$ cat config.mk
export PLATFORM = sky130hd
export DESIGN_NAME = usbd_report_encoder_flat
export DESIGN_NICKNAME = d
export VERILOG_FILES = /design/src/rtl/usbd_report_encoder_if.sv /design/src/rtl/usbd_report_encoder.sv /design/src/flat_wrapper.sv
export SDC_FILE = /design/constraint.sdc
export NUM_CORES = 1
export LEC_CHECK = 0
export CAP_MARGIN = 0
export CORE_MARGIN = 4
export CORE_UTILIZATION = 55
export CTS_BUF_LIST = sky130_fd_sc_hd__clkbuf_2
export DETAILED_ROUTE_END_ITERATION = 16
export PLACE_DENSITY = 0.88
export SYNTH_ARGS = -nofsm -noshare
export SYNTH_HDL_FRONTEND = slang
export SYNTH_SLANG_ARGS = --single-unit
$ cat constraint.sdc
create_clock -name i_clk -period 6 [get_ports i_clk]
set_clock_uncertainty 0.1 [all_clocks]
set_input_delay 0.6 -clock i_clk [delete_from_list [all_inputs] [get_ports i_clk]]
set_output_delay 0.6 -clock i_clk [all_outputs]
set_load 0.05 [all_outputs]
$ cat src/rtl/usbd_report_encoder_if.sv
// usbd_report_encoder_if: byte stream from the report encoder into a USB IN endpoint.
interface usbd_report_encoder_if;
    logic [7:0] data;
    logic       valid;
    logic       ready;
    logic       last;
    modport master (output data, valid, last, input ready);
    modport slave  (input data, valid, last, output ready);
endinterface

$ cat src/rtl/usbd_report_encoder.sv
// usbd_report_encoder: NES button state to 8-byte dragonrise gamepad report, streamed byte-serially.
module usbd_report_encoder #(
    parameter int c_clk_hz  = 6000000,
    parameter int c_idle_hz = 4,
    parameter int c_use_hat = 0
) (
    input  logic                         i_clk,
    input  logic                         i_rst_n,
    input  logic [7:0]                   i_btn,
    usbd_report_encoder_if.master        ep,
    output logic [63:0]                  o_report,
    output logic                         o_report_valid,
    output logic                         o_busy
);
    localparam int c_div_raw = c_clk_hz / (c_idle_hz > 0 ? c_idle_hz : 1);
    localparam int c_div     = c_div_raw > 1 ? c_div_raw : 2;
    localparam int c_tw      = $clog2(c_div);
    localparam logic [c_tw-1:0] c_tload = c_tw'(c_div - 1);

    typedef enum logic {IDLE, SEND} state_t;
    state_t            state_q, state_d;
    logic [7:0]        in_q, sent_q, sent_d, lat_q, lat_d;
    logic [63:0]       buf_q, buf_d, report_d, enc;
    logic [2:0]        idx_q, idx_d;
    logic [c_tw-1:0]   tmr_q, tmr_d;
    logic              pend_q, pend_d, arm_q, exp_q, exp_d, rv_d;
    logic              l, r, u, d, trig, acc, done;
    logic [3:0]        hat;
    logic [7:0]        x, y;

    // Opposing directions cancel per axis before anything is encoded.
    assign l   = in_q[6] & ~in_q[7];
    assign r   = in_q[7] & ~in_q[6];
    assign u   = in_q[4] & ~in_q[5];
    assign d   = in_q[5] & ~in_q[4];
    assign hat = (c_use_hat == 0) ? 4'hF :
                 u ? (r ? 4'd1 : l ? 4'd7 : 4'd0) :
                 d ? (r ? 4'd3 : l ? 4'd5 : 4'd4) :
                 r ? 4'd2 : l ? 4'd6 : 4'hF;
    assign x   = (c_use_hat != 0) ? 8'h7F : l ? 8'h00 : r ? 8'hFF : 8'h7F;
    assign y   = (c_use_hat != 0) ? 8'h7F : u ? 8'h00 : d ? 8'hFF : 8'h7F;
    assign enc = {8'h00, 2'b00, in_q[3], in_q[2], 4'h0, 1'b0, in_q[0], in_q[1], 1'b0, hat,
                  8'h7F, 8'h7F, 8'h7F, y, x};

    assign ep.valid = state_q == SEND;
    assign o_busy   = state_q == SEND;
    assign ep.last  = (state_q == SEND) && (idx_q == 3'd7);
    assign ep.data  = (state_q == SEND) ? buf_q[{idx_q, 3'b000} +: 8] : 8'h00;
    assign acc      = ep.valid & ep.ready;
    assign done     = acc & (idx_q == 3'd7);
    // Expiry is registered so the refresh path has the same one-cycle latency as the change path.
    assign trig     = arm_q & (pend_q | (in_q != sent_q) | ((c_idle_hz != 0) & exp_q));

    always_comb begin
        state_d  = state_q;
        idx_d    = idx_q;
        buf_d    = buf_q;
        lat_d    = lat_q;
        sent_d   = sent_q;
        report_d = o_report;
        pend_d   = pend_q;
        rv_d     = 1'b0;
        tmr_d    = (state_q == IDLE && tmr_q != '0) ? tmr_q - 1'b1 : tmr_q;
        exp_d    = (state_q == IDLE) && (tmr_q == '0);
        if (state_q == IDLE && trig) begin
            state_d = SEND;
            idx_d   = 3'd0;
            buf_d   = enc;
            lat_d   = in_q;
        end
        if (acc) idx_d = idx_q + 3'd1;
        if (done) begin
            state_d  = IDLE;
            sent_d   = lat_q;
            report_d = buf_q;
            rv_d     = 1'b1;
            tmr_d    = c_tload;
            pend_d   = 1'b0;
        end
    end

    always_ff @(posedge i_clk or negedge i_rst_n) begin
        if (!i_rst_n) begin
            state_q        <= IDLE;
            in_q           <= '0;
            sent_q         <= '0;
            lat_q          <= '0;
            buf_q          <= '0;
            idx_q          <= '0;
            tmr_q          <= c_tload;
            pend_q         <= 1'b1;
            arm_q          <= 1'b0;
            exp_q          <= 1'b0;
            o_report       <= '0;
            o_report_valid <= 1'b0;
        end else begin
            state_q        <= state_d;
            in_q           <= i_btn;
            sent_q         <= sent_d;
            lat_q          <= lat_d;
            buf_q          <= buf_d;
            idx_q          <= idx_d;
            tmr_q          <= tmr_d;
            pend_q         <= pend_d;
            arm_q          <= 1'b1;
            exp_q          <= exp_d;
            o_report       <= report_d;
            o_report_valid <= rv_d;
        end
    end
endmodule

$ cat src/flat_wrapper.sv
// flat-port wrapper written by rule: the top's interface ports become plain ports
module usbd_report_encoder_flat 
#(
    parameter int c_clk_hz  = 6000000,
    parameter int c_idle_hz = 4,
    parameter int c_use_hat = 0
)
  (i_clk, i_rst_n, i_btn, o_report, o_report_valid, o_busy, ep_data, ep_valid, ep_last, ep_ready);
  usbd_report_encoder_if ep_i ();
  input  logic i_clk;
  input  logic i_rst_n;
  input  logic [7:0] i_btn;
  output logic [63:0] o_report;
  output logic o_report_valid;
  output logic o_busy;
  output wire logic [$bits(ep_i.data)-1:0] ep_data;
  output wire logic [$bits(ep_i.valid)-1:0] ep_valid;
  output wire logic [$bits(ep_i.last)-1:0] ep_last;
  input wire logic [$bits(ep_i.ready)-1:0] ep_ready;
  assign ep_data = ep_i.data;
  assign ep_valid = ep_i.valid;
  assign ep_last = ep_i.last;
  assign ep_i.ready = ep_ready;
  usbd_report_encoder #(.c_clk_hz(c_clk_hz), .c_idle_hz(c_idle_hz), .c_use_hat(c_use_hat)) u_core (.i_clk(i_clk), .i_rst_n(i_rst_n), .i_btn(i_btn), .ep(ep_i), .o_report(o_report), .o_report_valid(o_report_valid), .o_busy(o_busy));
endmodule
After elaboration in Yosys (flattened, before gate mapping)
Cells that the tools add are included.
- output and inout bits: 76
- input port bits: 11
- register bits after elaboration: 143
- bitwise gates (word level): 14
- reduce and logical (&&, ||, !) cells: 9
- muxes and demuxes: 12
- add/subtract/negate cells: 2
- eq/ne operators: 2
- shift operators: 1
- operator list (kind ; count):
    variable part select 64 x 7 -> 8 bit ; 1
    2-to-1 mux 21 bit ; 2
    2-to-1 mux 8 bit ; 5
    logical NOT 21 bit ; 1
    nonzero test 21 bit ; 1
    subtractor 21 x 1 -> 21 bit (second input constant) ; 1
    inequality test 8 bit ; 1
    bitwise AND 1 bit ; 7
    2-to-1 mux 3 bit ; 2
    nonzero test 2 bit ; 3
    inverter 1 bit ; 5
    logical AND 1 bit ; 4
    adder 3 x 1 -> 3 bit (second input constant) ; 1
    equality test 3 bit (second input constant) ; 1
    2-to-1 mux 1 bit ; 3
    OR 1 bit ; 2

Depth between registers and ports, before layout
- depth in word-level cells: 7
- mapped depth: 9

Worst setup path after synthesis
No wires, ideal clock.
- path type: register to output
- from: register u_core.state_q (netlist: u_core.ep.valid)
- to: output ep_data[7]
- arrival: 2.665 ns
- setup slack: 2.635 ns
- stages on the path, launching flop included: 4
- required time: 5.300 ns
- path through: dfrtp_1 > clkbuf_1 > inv_1 > nor4_1
- word-level cells in the longest chain between the ends: 1
- RTL lines (item ; line ; text):
    from (decl) ; usbd_report_encoder.sv:21 ; state_t state_q, state_d;
    from (signal assigned) ; usbd_report_encoder.sv:97 ; state_q <= state_d;
    2-to-1 mux 8 bit ; usbd_report_encoder.sv:48 ; assign ep.data = (state_q == SEND) ? buf_q[{idx_q, 3'b000} +: 8] : 8'h00;
    to (decl) ; flat_wrapper.sv:16 ; output wire logic [$bits(ep_i.data)-1:0] ep_data;
Every way passes these cells.

Worst setup path in the final report
- from: register u_core.idx_q[0]
- to: output ep_data[0]
- word-level cells in the longest chain between the ends: 2
- RTL lines (item ; line ; text):
    from (decl) ; usbd_report_encoder.sv:24 ; logic [2:0] idx_q, idx_d;
    from (signal assigned) ; usbd_report_encoder.sv:102 ; idx_q <= idx_d;
    variable part select 64 x 7 -> 8 bit ; usbd_report_encoder.sv:48 ;
    2-to-1 mux 8 bit ; usbd_report_encoder.sv:48 ;
Every way passes these cells.

==> results.sh <==
export IMPL_drc_errors=0
export IMPL_tns_ns=0
export IMPL_synth_top_family_by_area="simple AND/OR/NAND/NOR gates"
export IMPL_pin_count=87
export IMPL_cp_num_buf_inv=1
export IMPL_setup_violations=0
export IMPL_clock_path_buffers=2
export IMPL_final_nets=396
export IMPL_yosysSeqAreaShare_pct=45.5
export IMPL_grt_setup_unrepaired="false"
export IMPL_maxSlewViolCount=0
export IMPL_regToRegEndpoint="u_core.tmr_q[2]$_DFFE_PN1P_"
export IMPL_startpoint_type="flip-flop"
export IMPL_root_buffer="clkbuf_2"
export IMPL_final_common_cell="clkdlybuf4s50_1"
export IMPL_max_slew_margin_pct=29.9
export IMPL_tightest_slew_ns=1.05
export IMPL_h_tree_depth=3
export IMPL_end_kind="primary output"
export IMPL_hp_class="in -> async"
export IMPL_rows=28
export IMPL_viasPerCell=5.54
export IMPL_num_antenna_cells=0
export IMPL_clk_latency_ns=0.50
export IMPL_routed_wl_mm=7.11
export IMPL_cts_setup_buffers=0
export IMPL_antenna_found_initial=0
export IMPL_start_util_pct=57.9
export IMPL_max_stage_delay_ns=0.75
export IMPL_cts_buffers=9
export IMPL_r2r_setup_slack_ns=2.94
export IMPL_maxCapViolCount=0
export IMPL_finalCriticalPeriod_ns=3.70
export IMPL_cts_tree="done"
export IMPL_drive_gt1_share_pct=15.0
export IMPL_io_buffers=67
export IMPL_cp_depth=5
export IMPL_via_count=2552
export IMPL_synth_seq_cells=63
export IMPL_gp_congestion=0.893
export IMPL_yosys_area_share_simple_pct=19.6
export IMPL_layout_area_overhead_vs_synth_pct=12.3
export IMPL_cp_slowest_cell="clkdlybuf4s50_1"
export IMPL_rr_startpoint="u_core.idx_q[0]$_DFFE_PN0P_"
export IMPL_grt_pass1_vias=2388
export IMPL_grt_max_degree=64
export IMPL_path_clk_slew_ns=0.18
export IMPL_yosysWarnings=0
export IMPL_syn_area_per_cell_sq_um=9.75
export IMPL_grt_overflow=0
export IMPL_most_common_layout_cells="clkdlybuf4s50_1, nand2_1, dfrtp_1"
export IMPL_fillerInstances=467
export IMPL_holdBufCountCts=0
export IMPL_synthCells=360
export IMPL_rr_worst_depth=7
export IMPL_synth_compound_area_share_pct=6.49
export IMPL_first_pass_iters=4
export IMPL_cts_repair_resized=0
export IMPL_required_ns=5.30
export IMPL_dpl_hpwl_mm=5.06
export IMPL_hold_ws_ns=0.127
export IMPL_synth_top_flop_cell="dfrtp_1"
export IMPL_synthesis_area_sq_mm=0.00351
export IMPL_ant_nets=0
export IMPL_post_route_util_pct=65.0
export IMPL_yosysUniqueCellTypes=48
export IMPL_track_usage_pct=19.3
export IMPL_finalHoldViolCount=0
export IMPL_die_area_sq_mm=0.00772
export IMPL_crit_chain="mux2_2 -> mux2_2 -> o21ai_0 -> nor2_1 -> clkdlybuf4s50_1"
export IMPL_die_w_um=87.9
export IMPL_cts_sinks=63
export IMPL_worstSetupPathType="reg -> out"
export IMPL_synthArstFlopShare_pct=100
export IMPL_crit_family="buffers and inverters"
export IMPL_synth_edf_count=0
export IMPL_synth_xor_area_share_pct=2.25
export IMPL_drtIter0Drc=172
export IMPL_crit_fanout=8
export IMPL_fmax_mhz=270
export IMPL_die_h_um=87.9
export IMPL_grt_first_pass_wirelength_mm=11.4
export IMPL_finalCritPeriodShare_pct=61.7
export IMPL_wl_per_cell_um=15.4
export IMPL_arrival_ns=3.00
export IMPL_status="completed"
export IMPL_synth_adder_area_share_pct=1.43
export IMPL_synthMuxAreaShare_pct=8.20
export IMPL_core_area_sq_mm=0.00606
export IMPL_path_common_cell="mux2_2"
==> stage by stage <==
step | worst slack, ns | instances | cell area [sq um]
after floorplan | 2.64 | 378 | 3580
after global placement | 2.89 | 445 | 3800
after detailed placement | 2.87 | 445 | 3800
after CTS | 2.26 | 461 | 3940
after global routing | 2.16 | 461 | 3940
final | 2.30 | 461 | 3940
==> routing by layer <==
| layer | share of wire, % | wire (um) | global-route usage, % | up-vias |
|---|---|---|---|---|
| met5 | 0 | 0 | 0 | - |
| met4 | 2.6 | 187 | 9.21 | 0 |
| met3 | 8.3 | 591 | 3.29 | 17 |
| met2 | 48 | 3420 | 31.6 | 110 |
| met1 | 41 | 2910 | 25.0 | 1240 |
| li1 | - | - | - | 1185 |
==> synth_stat cells, drive strengths merged, types with 6 or more instances <==
cell type / instances / area (sq um)
a21oi: 9 / 45.0
buf: 67 / 504
clkbuf: 10 / 47.5
dfrtp: 48 / 1200
dfstp: 15 / 394
inv: 6 / 22.5
mux2: 14 / 158
mux2i: 13 / 130
nand2: 53 / 199
nor2: 20 / 75.1
nor2b: 9 / 56.3
nor3: 9 / 45.0
nor4: 13 / 87.6
o21ai: 13 / 65.1
or4: 7 / 61.3
xor2: 9 / 78.8
==> flip-flops by register name, indices dropped and copies added, names as in the netlist <==
register / cells
u_core.lat_q: 8
u_core.o_report: 5
u_core.o_report_valid: 1
u_core.buf_q: 5
u_core.sent_q: 8
u_core.exp_q: 1
u_core.tmr_q: 21
u_core.idx_q: 3
u_core.pend_q: 1
u_core.ep.valid: 1
u_core.arm_q: 1
u_core.in_q: 8
==> area by class of cell <==
| class | instances | area, sq um | share of cell area [%] |
|---|---|---|---|
| timing repair buffer | 69 | 681 | 17.3 |
| clock buffer | 9 | 45.0 | 1.14 |
| tap | 75 | 93.8 | 2.38 |
| clock inverter | 7 | 97.6 | 2.48 |
| inverter | 6 | 22.5 | 0.571 |
| multi-input combinational | 232 | 1410 | 35.7 |
| sequential | 63 | 1600 | 40.5 |
==> how the worst max path moves through the flow <==
stage	from	endpoint	slack (ns)
2_1_floorplan	u_core.ep.valid$_DFFE_PN0P_	ep_data[7]	2.64
3_3_place_gp	u_core.idx_q[0]$_DFFE_PN0P_	ep_data[0]	2.89
3_5_place_dp	u_core.idx_q[0]$_DFFE_PN0P_	ep_data[0]	2.87
4_1_cts	u_core.idx_q[0]$_DFFE_PN0P_	ep_data[0]	2.26
5_1_grt	u_core.idx_q[0]$_DFFE_PN0P_	ep_data[0]	2.16
6_report	u_core.idx_q[0]$_DFFE_PN0P_	ep_data[0]	2.30
==> cells by family (layout without fill, tap and decap cells) <==
kind of cell | Yosys count | after routing
AOI/OAI and AO/OA | 37 | 37
other | 2 | 20
buffers and inverters | 83 | 91
muxes | 27 | 27
DFF | 63 | 63
and+or+nand+nor | 135 | 135
xor gates and xnor gates | 9 | 9
adders and majority gates | 4 | 4
Power is left out: the tool's default activity adds up to more than one toggle a clock period on the data nets, which glitch-free logic cannot reach.
